`config.mk`:
```
export PLATFORM = sky130hd
export DESIGN_NAME = stack_arbiter
export DESIGN_NICKNAME = d
export VERILOG_FILES = /design/src/rtl/stack_arbiter.sv
export SDC_FILE = /design/constraint.sdc
export NUM_CORES = 1
export LEC_CHECK = 0
export BUFFER_PORTS_ARGS = -buffer_cell sky130_fd_sc_hd__buf_2
export CELL_PAD_IN_SITES_DETAIL_PLACEMENT = 1
export CELL_PAD_IN_SITES_GLOBAL_PLACEMENT = 1
export CORE_MARGIN = 2
export CORE_UTILIZATION = 37
export CTS_BUF_LIST = sky130_fd_sc_hd__clkbuf_8 sky130_fd_sc_hd__clkbuf_16
export CTS_CLUSTER_SIZE = 10
export DETAILED_ROUTE_END_ITERATION = 10
export PLACE_DENSITY = 0.81
export SLEW_MARGIN = 20
export SYNTH_ARGS = -nofsm -noshare
export SYNTH_HDL_FRONTEND = slang
export SYNTH_SLANG_ARGS = --single-unit
```
`constraint.sdc`:
```
create_clock -name Clk -period 3.2 [get_ports Clk]
set_input_delay 0.32 -clock Clk [delete_from_list [all_inputs] [get_ports Clk]]
set_output_delay 0.32 -clock Clk [all_outputs]
set_load 0.02 [all_outputs]
```
`src/rtl/stack_arbiter.sv`:
```
// stack_arbiter
// Two-requester front end for the 32-entry LIFO stack. Each requester issues
// push/pop transactions on a req/ack handshake. Grants are round-robin, and
// one transaction is in flight at a time. Illegal operations (push when full,
// pop when empty) are acknowledged with an error and never reach the stack.
//
// Ports
//   Clk, Rst             clock, synchronous active-high reset
//   Req0/1, Op0/1        request, operation (1 = push, 0 = pop)
//   Wr_Data0/1           push data, held with Req until Ack
//   Ack0/1, Err0/1       one-cycle completion pulse, reject flag valid with Ack
//   Rd_Data0/1           popped value, held until that port's next ack
//   Stk_Push, Stk_Pop    single-cycle strobes to the stack
//   Stk_Data_In          data to the stack
//   Stk_Data_Out         data from the stack
//   Stk_Full, Stk_Empty  status from the stack
//   Busy                 high whenever the sequencer is not idle
module stack_arbiter #(
  parameter int WIDTH = 8
) (
  input  logic             Clk,
  input  logic             Rst,
  input  logic             Req0,
  input  logic             Req1,
  input  logic             Op0,
  input  logic             Op1,
  input  logic [WIDTH-1:0] Wr_Data0,
  input  logic [WIDTH-1:0] Wr_Data1,
  output logic             Ack0,
  output logic             Ack1,
  output logic             Err0,
  output logic             Err1,
  output logic [WIDTH-1:0] Rd_Data0,
  output logic [WIDTH-1:0] Rd_Data1,
  output logic             Stk_Push,
  output logic             Stk_Pop,
  output logic [WIDTH-1:0] Stk_Data_In,
  input  logic [WIDTH-1:0] Stk_Data_Out,
  input  logic             Stk_Full,
  input  logic             Stk_Empty,
  output logic             Busy
);

  typedef enum logic [1:0] {IDLE, ISSUE, CAPTURE, DONE} state_t;

  state_t     state;
  logic       grant;
  logic       last_grant;
  logic       op_q;

  logic             any_req;
  logic             win;
  logic             win_op;
  logic [WIDTH-1:0] win_data;
  logic             win_legal;

  // Arbitration: a lone requester wins outright; on a tie the port that was
  // not served last wins.
  always_comb begin
    any_req   = Req0 | Req1;
    win       = 1'b0;
    if (Req0 && Req1) win = ~last_grant;
    else              win = Req1;
    win_op    = win ? Op1 : Op0;
    win_data  = win ? Wr_Data1 : Wr_Data0;
    win_legal = win_op ? ~Stk_Full : ~Stk_Empty;
  end

  always_ff @(posedge Clk) begin
    if (Rst) begin
      state       <= IDLE;
      grant       <= 1'b0;
      last_grant  <= 1'b1;
      op_q        <= 1'b0;
      Ack0        <= 1'b0;
      Ack1        <= 1'b0;
      Err0        <= 1'b0;
      Err1        <= 1'b0;
      Rd_Data0    <= '0;
      Rd_Data1    <= '0;
      Stk_Push    <= 1'b0;
      Stk_Pop     <= 1'b0;
      Stk_Data_In <= '0;
      Busy        <= 1'b0;
    end else begin
      case (state)
        IDLE: begin
          if (any_req) begin
            grant       <= win;
            op_q        <= win_op;
            Stk_Data_In <= win_data;
            Busy        <= 1'b1;
            if (win_legal) begin
              Stk_Push <= win_op;
              Stk_Pop  <= ~win_op;
              state    <= ISSUE;
            end else begin
              // Rejected: acknowledge with error, stack untouched.
              if (win) begin
                Ack1 <= 1'b1;
                Err1 <= 1'b1;
              end else begin
                Ack0 <= 1'b1;
                Err0 <= 1'b1;
              end
              state <= DONE;
            end
          end
        end
        ISSUE: begin
          Stk_Push <= 1'b0;
          Stk_Pop  <= 1'b0;
          if (op_q) begin
            if (grant) Ack1 <= 1'b1;
            else       Ack0 <= 1'b1;
            state <= DONE;
          end else begin
            // Stack presents the popped word on the edge that ends ISSUE.
            state <= CAPTURE;
          end
        end
        CAPTURE: begin
          if (grant) begin
            Rd_Data1 <= Stk_Data_Out;
            Ack1     <= 1'b1;
          end else begin
            Rd_Data0 <= Stk_Data_Out;
            Ack0     <= 1'b1;
          end
          state <= DONE;
        end
        DONE: begin
          Ack0       <= 1'b0;
          Ack1       <= 1'b0;
          Err0       <= 1'b0;
          Err1       <= 1'b0;
          last_grant <= grant;
          Busy       <= 1'b0;
          state      <= IDLE;
        end
        default: state <= IDLE;
      endcase
    end
  end

endmodule
```
==> impl_metrics.json, run 1 <==
{
  "maxCapViolations": 0,
  "routed_wl_um": 4590,
  "dr.pass1.iters": 4,
  "nets": 288,
  "final_common_cell": "buf_2",
  "irDropWorstVdd_mv": 0.417,
  "yosysTopAreaCellShare_pct": 43.6,
  "cts_tree": "built",
  "tightest_slew_ns": 0.741,
  "status": "finished clean",
  "cp_data_required_time_ns": 3.40,
  "synthToLayoutAreaGrowth_pct": 24.8,
  "hpwl_um": 3450,
  "synth_cell_types": 40,
  "end_kind": "flop",
  "postCtsSetupRepairBufs": 0,
  "grt_max_degree": 40,
  "die_w_um": 70.8,
  "portBuffers": 62,
  "critical_path_class": "reg2reg",
  "cts_sinks": 36,
  "holdBufCountCts": 0,
  "syn_nets": 229,
  "hold_class": "in2reg",
  "setup_viol": 0,
  "p_clk_share_pct": 19.7,
  "cp_max_fo": 19,
  "synthesis.area_um2": 1650,
  "path_clk_slew_ns": 0.08,
  "ys_ff_latch": 36,
  "diodes": 0,
  "track_usage_pct": 18.6,
  "post-route-drc-count": 0,
  "p_switching_mw": 0.714,
  "finalHoldViolations": 0,
  "power_frac_comb_pct": 43.0,
  "fin_total_pwr_mw": 1.67,
  "power_leakage_nw": 0.932,
  "die-area_um2": 5010,
  "root_buffer": "clkbuf_8",
  "crit_arrival_ns": 2.22,
  "ctsResizeCount": 0,
  "rsz0062_at_grt": "no",
  "ios": 63,
  "finalSetupTns_ns": 0,
  "vias_per_cell": 5.27,
  "wire_per_inst_um": 15.1,
  "synth_area_leaders": "dfxtp_1 44%, nand2_1 7.0%, a21oi_1 6.4%",
  "clockBufferDepth": 2,
  "antenna_found_initial": 0,
  "syn_area_per_cell_um2": 8.60,
  "intPower_mw": 0.957,
  "yosysSeqAreaShare_pct": 43.6,
  "maxSlewViolCount": 0,
  "drtAntennaViolNets": 0,
  "clock.fmax_mhz": 495,
  "gp_congestion": 0.781,
  "p_per_area_nw_per_um2": 811,
  "num_vias": 1602,
  "first_global_vias": 1576,
  "synth_top_cell_by_area": "dfxtp_1",
  "fin_crit_sh_pct": 63.2,
  "layout-drive-gt1-share_pct": 31.3,
  "rows": 24,
  "clock_latency_ns": 0.30,
  "switching_share_pct": 42.7,
  "grt_overflow_total": 0,
  "p_seq_share_pct": 37.4,
  "finalCriticalPeriod_ns": 2.02,
  "cts_buffers": 5,
  "start_util_pct": 38.2,
  "final.setup_skew_ns": 0.00776,
  "startpoint_type": "flop",
  "final_cell_mix": "62 x buf_2, 36 x dfxtp_1, 31 x nand2_1, 21 x a21oi_1, 15 x nor2_1",
  "grt_pass1_wl_um": 7280,
  "htree_levels": 2,
  "yosysWarnings": 0,
  "fp.dieH_um": 70.8,
  "drtIter0Drc": 66,
  "synthCells": 192,
  "coreArea_um2": 4320,
  "max_slew_margin_pct": 50.6
}
-- through the flow --
step                      instances  setup slack (ns)  utilization [%]  hold WS, ns  cell area, µm²
after floorplan                 192              1.77                -        0.456            1650
after global placement          296              1.42             45.6        0.440            1970
after detailed placement        296              1.18             45.6        0.450            1970
after CTS                       304              1.17             47.7        0.263            2060
after global routing            304              1.00             47.7        0.274            2060
final                           304              1.18             47.7        0.269            2060
-- routing by layer --
layer | GRT usage (%) | routed length [µm] | vias to the layer above
met5 | 0 | 0 | -
met4 | 9.01 | 82 | 0
met3 | 4.56 | 270 | 9
met2 | 31.6 | 2270 | 54
met1 | 21.9 | 1960 | 738
li1 | - | - | 801
-- worst max-delay path, stage by stage, from the launching register on --
cell and delay [ns]:
dfxtp_1 0.35, inv_1 0.14, ha_1 0.29, inv_1 0.13
nor2_2 0.61, nor2_1 0.13, a211oi_1 0.28
-- Yosys cell counts --
cell,instances
a2111oi_0,1
a211o_1,1
a211oi_1,9
a211oi_2,1
a21bo_2,1
a21boi_0,1
a21boi_2,1
a21oi_1,21
a221oi_2,1
a22oi_1,1
a311oi_1,1
a31oi_1,4
a41oi_1,1
buf_1,2
buf_2,1
buf_6,2
clkbuf_1,5
dfxtp_1,36
ha_1,5
inv_1,5
mux2_4,1
mux2i_1,10
nand2_1,31
nand2b_1,4
nand3_1,8
nand4_1,1
nor2_1,15
nor2_2,2
nor2b_1,3
nor3_1,1
nor3b_1,1
nor4_1,2
o21ai_0,2
o21ai_1,1
o21ai_2,1
o22ai_1,4
o41ai_1,1
or2_2,1
or2b_1,1
or3_1,2
-- final cells by class --
class	instances	area [µm²]
tap	52	65.1
clock inverter	3	18.8
inverter	5	18.8
clock buffer	5	68.8
sequential	36	721
timing repair buffer	62	310
multi-input combinational	141	858
fill	552	2260
-- state kept, by name (all words and copies together), names as in the netlist, 2 cells and up --
| name | count |
|---|---|
| state | 2 |
| Rd_Data0 | 8 |
| Rd_Data1 | 8 |
| Stk_Data_In | 8 |
-- logic make-up (layout without fill, tap and decap cells) --
| logic type | after synthesis | count (layout) | share of synthesized area (%) |
|---|---|---|---|
| and+or+nand+nor | 72 | 72 | 19.8 |
| AOI/OAI and AO/OA | 53 | 53 | 21.4 |
| DFF | 36 | 36 | 43.6 |
| buffers and inverters | 15 | 75 | 4.39 |
| muxes | 11 | 11 | 6.97 |
| adders and majority gates | 5 | 5 | 3.79 |
-- final timing paths --
kind | from | end | slack (ns) | depth (start not counted)
max | state[0]$_SDFFE_PP0N_ | Stk_Data_In[3]$_SDFFE_PP0P_ | 1.18 | 6
min | Stk_Data_Out[5] | Rd_Data0[5]$_SDFFE_PP0P_ | 0.27 | 3
min reg2reg | Rd_Data1[0]$_SDFFE_PP0P_ | Rd_Data1[0]$_SDFFE_PP0P_ | 0.46 | 2
max reg2reg | state[0]$_SDFFE_PP0N_ | Stk_Data_In[3]$_SDFFE_PP0P_ | 1.18 | 6
-- power by group through the flow --
| stage | registers (mW) | logic [mW] | clock network (mW) |
|---|---|---|---|
| floorplan | 0.723 | 0.420 | 0 |
| global route | 0.641 | 0.786 | 0.357 |
| CTS | 0.625 | 0.721 | 0.342 |
| finish | 0.624 | 0.718 | 0.329 |
| detailed placement | 0.635 | 0.717 | 0 |
| global placement | 0.632 | 0.687 | 0 |
No activity file was read; power rests on OpenSTA's default activity.
==> run 2: changes to the inputs <==
--- a/config.mk
+++ b/config.mk
@@ -9,11 +9,11 @@
 export CELL_PAD_IN_SITES_DETAIL_PLACEMENT = 1
 export CELL_PAD_IN_SITES_GLOBAL_PLACEMENT = 1
 export CORE_MARGIN = 2
-export CORE_UTILIZATION = 37
+export CORE_UTILIZATION = 34
 export CTS_BUF_LIST = sky130_fd_sc_hd__clkbuf_8 sky130_fd_sc_hd__clkbuf_16
 export CTS_CLUSTER_SIZE = 10
 export DETAILED_ROUTE_END_ITERATION = 10
-export PLACE_DENSITY = 0.81
+export PLACE_DENSITY = 0.75
 export SLEW_MARGIN = 20
 export SYNTH_ARGS = -nofsm -noshare
 export SYNTH_HDL_FRONTEND = slang
==> constraint.sdc (replaced) <==
create_clock -name Clk -period 2.1 [get_ports Clk]
set_input_delay 0.21 -clock Clk [delete_from_list [all_inputs] [get_ports Clk]]
set_output_delay 0.21 -clock Clk [all_outputs]
set_load 0.02 [all_outputs]
==> run 2 against run 1 <==
  * Cell area is 1.9% higher
  * Core utilization is 2.9 points lower
  * Clock power up 51%
  * Flip-flop and latch count unchanged
  * Critical endpoint is now state[0]$_SDFFE_PP0N_
  * Wire length is 11% lower
==> impl_metrics.json, run 2 (synthesized netlist as in run 1, its figures left out) <==
{
  "switching_share_pct": 40.5,
  "synthToLayoutAreaGrowth_pct": 27.1,
  "p_switching_mw": 1.03,
  "rsz0062_at_grt": "no",
  "final_common_cell": "buf_2",
  "regArea_um2": 721,
  "final_cell_mix": "62 x buf_2, 36 x dfxtp_1, 31 x nand2_1, 21 x a21oi_1, 15 x nor2_1",
  "max_slew_margin_pct": 58.6,
  "htree_levels": 2,
  "drtAntennaViolNets": 0,
  "layout-drive-gt1-share_pct": 32.0,
  "die-area_um2": 5430,
  "cts_buffers": 5,
  "antenna_found_initial": 0,
  "multi_input_area_um2": 858,
  "dp_slack_ns": 0.452,
  "portBuffers": 62,
  "coreArea_um2": 4690,
  "nets": 292,
  "post-route-drc-count": 0,
  "cp_max_fo": 6,
  "critical_path_class": "reg2reg",
  "track_usage_pct": 15.9,
  "first_global_vias": 1545,
  "p_clk_share_pct": 19.5,
  "placed_area_um2": 2010,
  "power_leakage_nw": 0.952,
  "maxSlewViolCount": 0,
  "p_seq_share_pct": 37.4,
  "path_clk_slew_ns": 0.07,
  "start_util_pct": 35.2,
  "utilization_pct": 44.7,
  "drtIter0Drc": 46,
  "setup_viol": 0,
  "num_vias": 1571,
  "status": "finished clean",
  "dr.pass1.iters": 4,
  "worst_slack_ns": 0.430,
  "hold_class": "in2reg",
  "grt_max_degree": 20,
  "die_w_um": 73.7,
  "diodes": 0,
  "finalCriticalPeriod_ns": 1.67,
  "vias_per_cell": 5.07,
  "irDropWorstVdd_mv": 0.402,
  "ctsResizeCount": 0,
  "maxCapViolations": 0,
  "startpoint_type": "flop",
  "finalSetupTns_ns": 0,
  "timing.hold.ws_ns": 0.182,
  "rows": 25,
  "clock_latency_ns": 0.27,
  "final.setup_skew_ns": 0.00279,
  "tightest_slew_ns": 0.615,
  "routed_wl_um": 4080,
  "cts_tree": "built",
  "clock.fmax_mhz": 599,
  "hpwl_um": 3220,
  "end_kind": "flop",
  "finalHoldViolations": 0,
  "fin_crit_sh_pct": 79.5,
  "cp_data_required_time_ns": 2.30,
  "reg_top3": "Rd_Data0: 8 flops, Rd_Data1: 8 flops, Stk_Data_In: 8 flops",
  "final_cell_area_um2": 2100,
  "root_buffer": "clkbuf_8",
  "wire_per_inst_um": 13.2,
  "grt_pass1_wl_um": 6920,
  "cts_sinks": 36,
  "num-fill-cells": 585,
  "clockBufferDepth": 2,
  "ios": 63,
  "gp_congestion": 0.771,
  "postCtsSetupRepairBufs": 0,
  "crit_arrival_ns": 1.87,
  "holdBufCountCts": 0,
  "grt_overflow_total": 0,
  "fp.dieH_um": 73.7,
  "p_per_area_nw_per_um2": 1210,
  "intPower_mw": 1.51,
  "power_frac_comb_pct": 43.1
}
==> run 2: changes by cell type in the layout (fill, tap and decap cells not counted) <==
cell / delta
clkinvlp_4: +1
clkbuf_8: +1
inv_1: +1
clkinv_4: -1
clkinv_2: -2
buf_4: +4
==> run 2: worst max-delay path, stage by stage, from the launching register on <==
cell       delay (ns)
dfxtp_1          0.34
inv_1            0.13
ha_1             0.27
nor3b_1          0.51
a2111oi_0        0.15
nor3_1           0.19
==> run 2: final cells by class <==
cell class	instances	area share, %
Multi-Input combinational cell	141	40.9
Sequential cell	36	34.3
Timing Repair Buffer	66	16.2
Clock buffer	6	3.93
Tap cell	54	3.22
Inverter	5	0.894
Clock inverter	2	0.536
==> run 2: routing by layer <==
| metal | GRT usage [%] | up-vias | share of wire [%] |
|---|---|---|---|
| met5 | 0 | - | 0 |
| met4 | 2.42 | 0 | 0 |
| met3 | 4.53 | 0 | 5.0 |
| met2 | 27.4 | 45 | 47 |
| met1 | 20.1 | 718 | 48 |
| li1 | - | 808 | - |
==> run 2: path summary, 6_finish.rpt <==
path / start / end / slack [ns] / cells after the start
max: state[0]$_SDFFE_PP0N_ / state[0]$_SDFFE_PP0N_ / 0.43 / 5
min: Stk_Data_Out[0] / Rd_Data0[0]$_SDFFE_PP0P_ / 0.18 / 3
max reg2reg: state[0]$_SDFFE_PP0N_ / state[0]$_SDFFE_PP0N_ / 0.43 / 5
min reg2reg: Rd_Data0[6]$_SDFFE_PP0P_ / Rd_Data0[6]$_SDFFE_PP0P_ / 0.45 / 2
==> run 2: power by group through the flow <==
stage	logic [mW]	clock network (mW)	registers, mW
finish	1.09	0.496	0.948
floorplan	0.640	0	1.10
detailed placement	1.10	0	0.965
global route	1.23	0.547	0.970
CTS	1.10	0.520	0.950
global placement	1.07	0	0.961
==> run 2: stage by stage <==
stage	cells	total power, mW
after floorplan	192	1.74
after global placement	302	2.03
after detailed placement	302	2.07
after CTS	310	2.57
after global routing	310	2.75
final	310	2.54
==> run 3: changes to the inputs <==
--- a/config.mk
+++ b/config.mk
@@ -5,15 +5,16 @@
 export SDC_FILE = /design/constraint.sdc
 export NUM_CORES = 1
 export LEC_CHECK = 0
+export ABC_AREA = 1
 export BUFFER_PORTS_ARGS = -buffer_cell sky130_fd_sc_hd__buf_2
 export CELL_PAD_IN_SITES_DETAIL_PLACEMENT = 1
 export CELL_PAD_IN_SITES_GLOBAL_PLACEMENT = 1
 export CORE_MARGIN = 2
-export CORE_UTILIZATION = 34
+export CORE_UTILIZATION = 30
 export CTS_BUF_LIST = sky130_fd_sc_hd__clkbuf_8 sky130_fd_sc_hd__clkbuf_16
 export CTS_CLUSTER_SIZE = 10
 export DETAILED_ROUTE_END_ITERATION = 10
-export PLACE_DENSITY = 0.75
+export PLACE_DENSITY = 0.73
 export SLEW_MARGIN = 20
 export SYNTH_ARGS = -nofsm -noshare
 export SYNTH_HDL_FRONTEND = slang
==> constraint.sdc (replaced) <==
create_clock -name Clk -period 1.4 [get_ports Clk]
set_input_delay 0.14 -clock Clk [delete_from_list [all_inputs] [get_ports Clk]]
set_output_delay 0.14 -clock Clk [all_outputs]
set_load 0.02 [all_outputs]
==> run 3 against run 2 <==
  * First-iteration DRC count decreased by 4.3%
  * Worst hold slack got worse by 0.10 ns
  * Register-to-register slack got worse by 0.33 ns
  * Clock power increased by 64%
  * Sequential share of layout area decreased by 1.7 points
  * Core utilization decreased by 1.9 points
  * Flip-flop and latch count unchanged
  * Synthesized cell count increased by 16%
  * Critical path type unchanged
  * Critical endpoint is now Ack1$_SDFFE_PP0P_
==> impl_metrics.json, run 3 <==
{
  "status": "finished clean",
  "worstHoldStart": "Rst",
  "setup_viol": 0,
  "dr.pass1.iters": 4,
  "worstSetupStartpoint": "state[1]$_SDFFE_PP0N_",
  "final.setup_skew_ns": 0.00560,
  "r2r-start": "state[1]$_SDFFE_PP0N_",
  "reg_top3": "Rd_Data0: 8 flops, Rd_Data1: 8 flops, Stk_Data_In: 8 flops",
  "synth_top_family_by_area": "simple AND/OR/NAND/NOR gates",
  "synthAdderAreaFrac_pct": 3.82,
  "clock_latency_ns": 0.29,
  "fin_crit_sh_pct": 93.0,
  "synthToLayoutAreaGrowth_pct": 36.1,
  "diodes": 0,
  "hold_class": "in2reg",
  "start_util_pct": 31.5,
  "end_kind": "flop",
  "die_w_um": 77.9,
  "max_slew_margin_pct": 82.3,
  "synth-edff-count": 0,
  "cts_tree": "built",
  "crit_arrival_ns": 1.50,
  "path_clk_slew_ns": 0.08,
  "ys_ff_latch": 36,
  "num_vias": 1708,
  "nets": 335,
  "syn_nets": 260,
  "grt_overflow_total": 0,
  "antenna_found_initial": 0,
  "synth_xor_area_share_pct": 0,
  "portBuffers": 62,
  "yosys.area_share.simple_pct": 27.9,
  "async_flop_share_pct": 0,
  "ios": 63,
  "routed_wl_um": 4600,
  "critical_path_class": "reg2reg",
  "clock.fmax_mhz": 768,
  "rows": 26,
  "p_per_area_nw_per_um2": 1710,
  "cp_data_required_time_ns": 1.60,
  "drtIter0Drc": 44,
  "synth_top_cell_by_area": "dfxtp_1",
  "yosysMostFrequentCell": "nor2_1",
  "synthesis.area_um2": 1640,
  "track_usage_pct": 15.6,
  "syn_area_per_cell_um2": 7.35,
  "grt_pass1_wl_um": 7580,
  "muxShareOfSynthArea_pct": 0,
  "cp_max_fo": 4,
  "irDropWorstVdd_mv": 0.653,
  "synth-compound-area-share_pct": 16.9,
  "die-area_um2": 6070,
  "power_leakage_nw": 1.12,
  "dp_slack_ns": -0.0300,
  "tightest_slew_ns": 0.266,
  "htree_levels": 2,
  "finalCriticalPeriod_ns": 1.30,
  "rsz0062_at_grt": "yes",
  "drtAntennaViolNets": 0,
  "yosysSeqAreaShare_pct": 44.0,
  "coreArea_um2": 5200,
  "timing.hold.ws_ns": 0.0807,
  "fin_total_pwr_mw": 3.81,
  "grt_max_degree": 23,
  "yosys-top-cells-count": "39 x nor2_1, 38 x nand2_1, 36 x dfxtp_1",
  "first_global_vias": 1702,
  "root_buffer": "clkbuf_8",
  "post-route-drc-count": 0,
  "startpoint_type": "flop",
  "holdBufCountCts": 0,
  "cts_buffers": 5,
  "fp.dieH_um": 77.9,
  "gp_congestion": 0.805,
  "synth_area_leaders": "dfxtp_1 44%, nor2_1 8.9%, o21ai_0 8.9%",
  "final_common_cell": "buf_2",
  "final_cell_mix": "62 x buf_2, 38 x nor2_1, 37 x nand2_1, 33 x dfxtp_1, 27 x o21ai_0",
  "maxSlewViolCount": 0,
  "yosysWarnings": 0,
  "yosysTopAreaCellShare_pct": 44.0,
  "worst_slack_ns": 0.0976,
  "layout-drive-gt1-share_pct": 35.1,
  "vias_per_cell": 4.63,
  "clockBufferDepth": 2,
  "ys.flop_type": "dfxtp_1",
  "maxCapViolations": 0,
  "wire_per_inst_um": 12.5,
  "hpwl_um": 3540,
  "cts_sinks": 36,
  "synthCells": 223,
  "synth_cell_types": 21,
  "finalHoldViolations": 0
}
-- run 3: metrics by stage --
stage	cell area [µm²]	TNS, ns	util [%]	cells
3_3_place_gp	2100	0	40.3	361
3_5_place_dp	2100	-0.167	40.3	361
4_1_cts	2210	0	42.5	369
6_report	2230	0	42.9	369
2_1_floorplan	1640	0	-	223
5_1_grt	2230	-0.000927	42.9	369
-- run 3: path summary, 6_finish.rpt --
kind	endpoint	slack [ns]	depth (start not counted)
setup reg to reg	Ack1$_SDFFE_PP0P_	0.1	8
hold / removal	state[0]$_SDFFE_PP0N_	0.08	2
setup / recovery	Ack1$_SDFFE_PP0P_	0.1	8
hold reg to reg	Rd_Data1[5]$_SDFFE_PP0P_	0.48	2
-- run 3: worst max-delay path, cell delays in order (launching register included) --
cell      delay [ns]
dfxtp_4         0.36
inv_2           0.10
ha_4            0.21
nand2_1         0.06
inv_1           0.06
a211oi_1        0.18
nand4_1         0.12
nand2_1         0.08
nor2_1          0.04
-- run 3: metal layers --
metal	GRT usage, %	up-vias	part of all wire, %
li1	-	876	-
met1	18.5	785	45
met2	27.8	40	49
met3	3.02	7	4.9
met4	5.79	0	1.5
met5	0	-	0
-- run 3: cell families after synthesis --
group	Yosys count
DFF	36
and+or+nand+nor	101
adders and majority gates	5
buffers and inverters	30
AOI/OAI and AO/OA	51
-- run 3: layout make-up --
type	instances	area [µm²]
fill	683	2970
multi-input combinational	157	827
sequential	36	727
timing repair buffer	74	400
inverter	24	92.6
tap	70	87.6
clock buffer	6	82.6
clock inverter	2	13.8
-- run 3: what timing repair did --
item,CTS,global route
endpoints found under the setup margin,17,9
pin swaps,0,1
hold endpoints to repair,0,0
resized for setup,5,11
setup buffers,0,0
-- run 3: power by group --
group | leakage, nW | total, mW | internal [mW] | switching (mW)
combinational | 0.769 | 1.60 | 0.603 | 0.993
clock | 0.0516 | 0.814 | 0.403 | 0.411
sequential | 0.296 | 1.40 | 1.27 | 0.135
total | 1.12 | 3.81 | 2.27 | 1.54
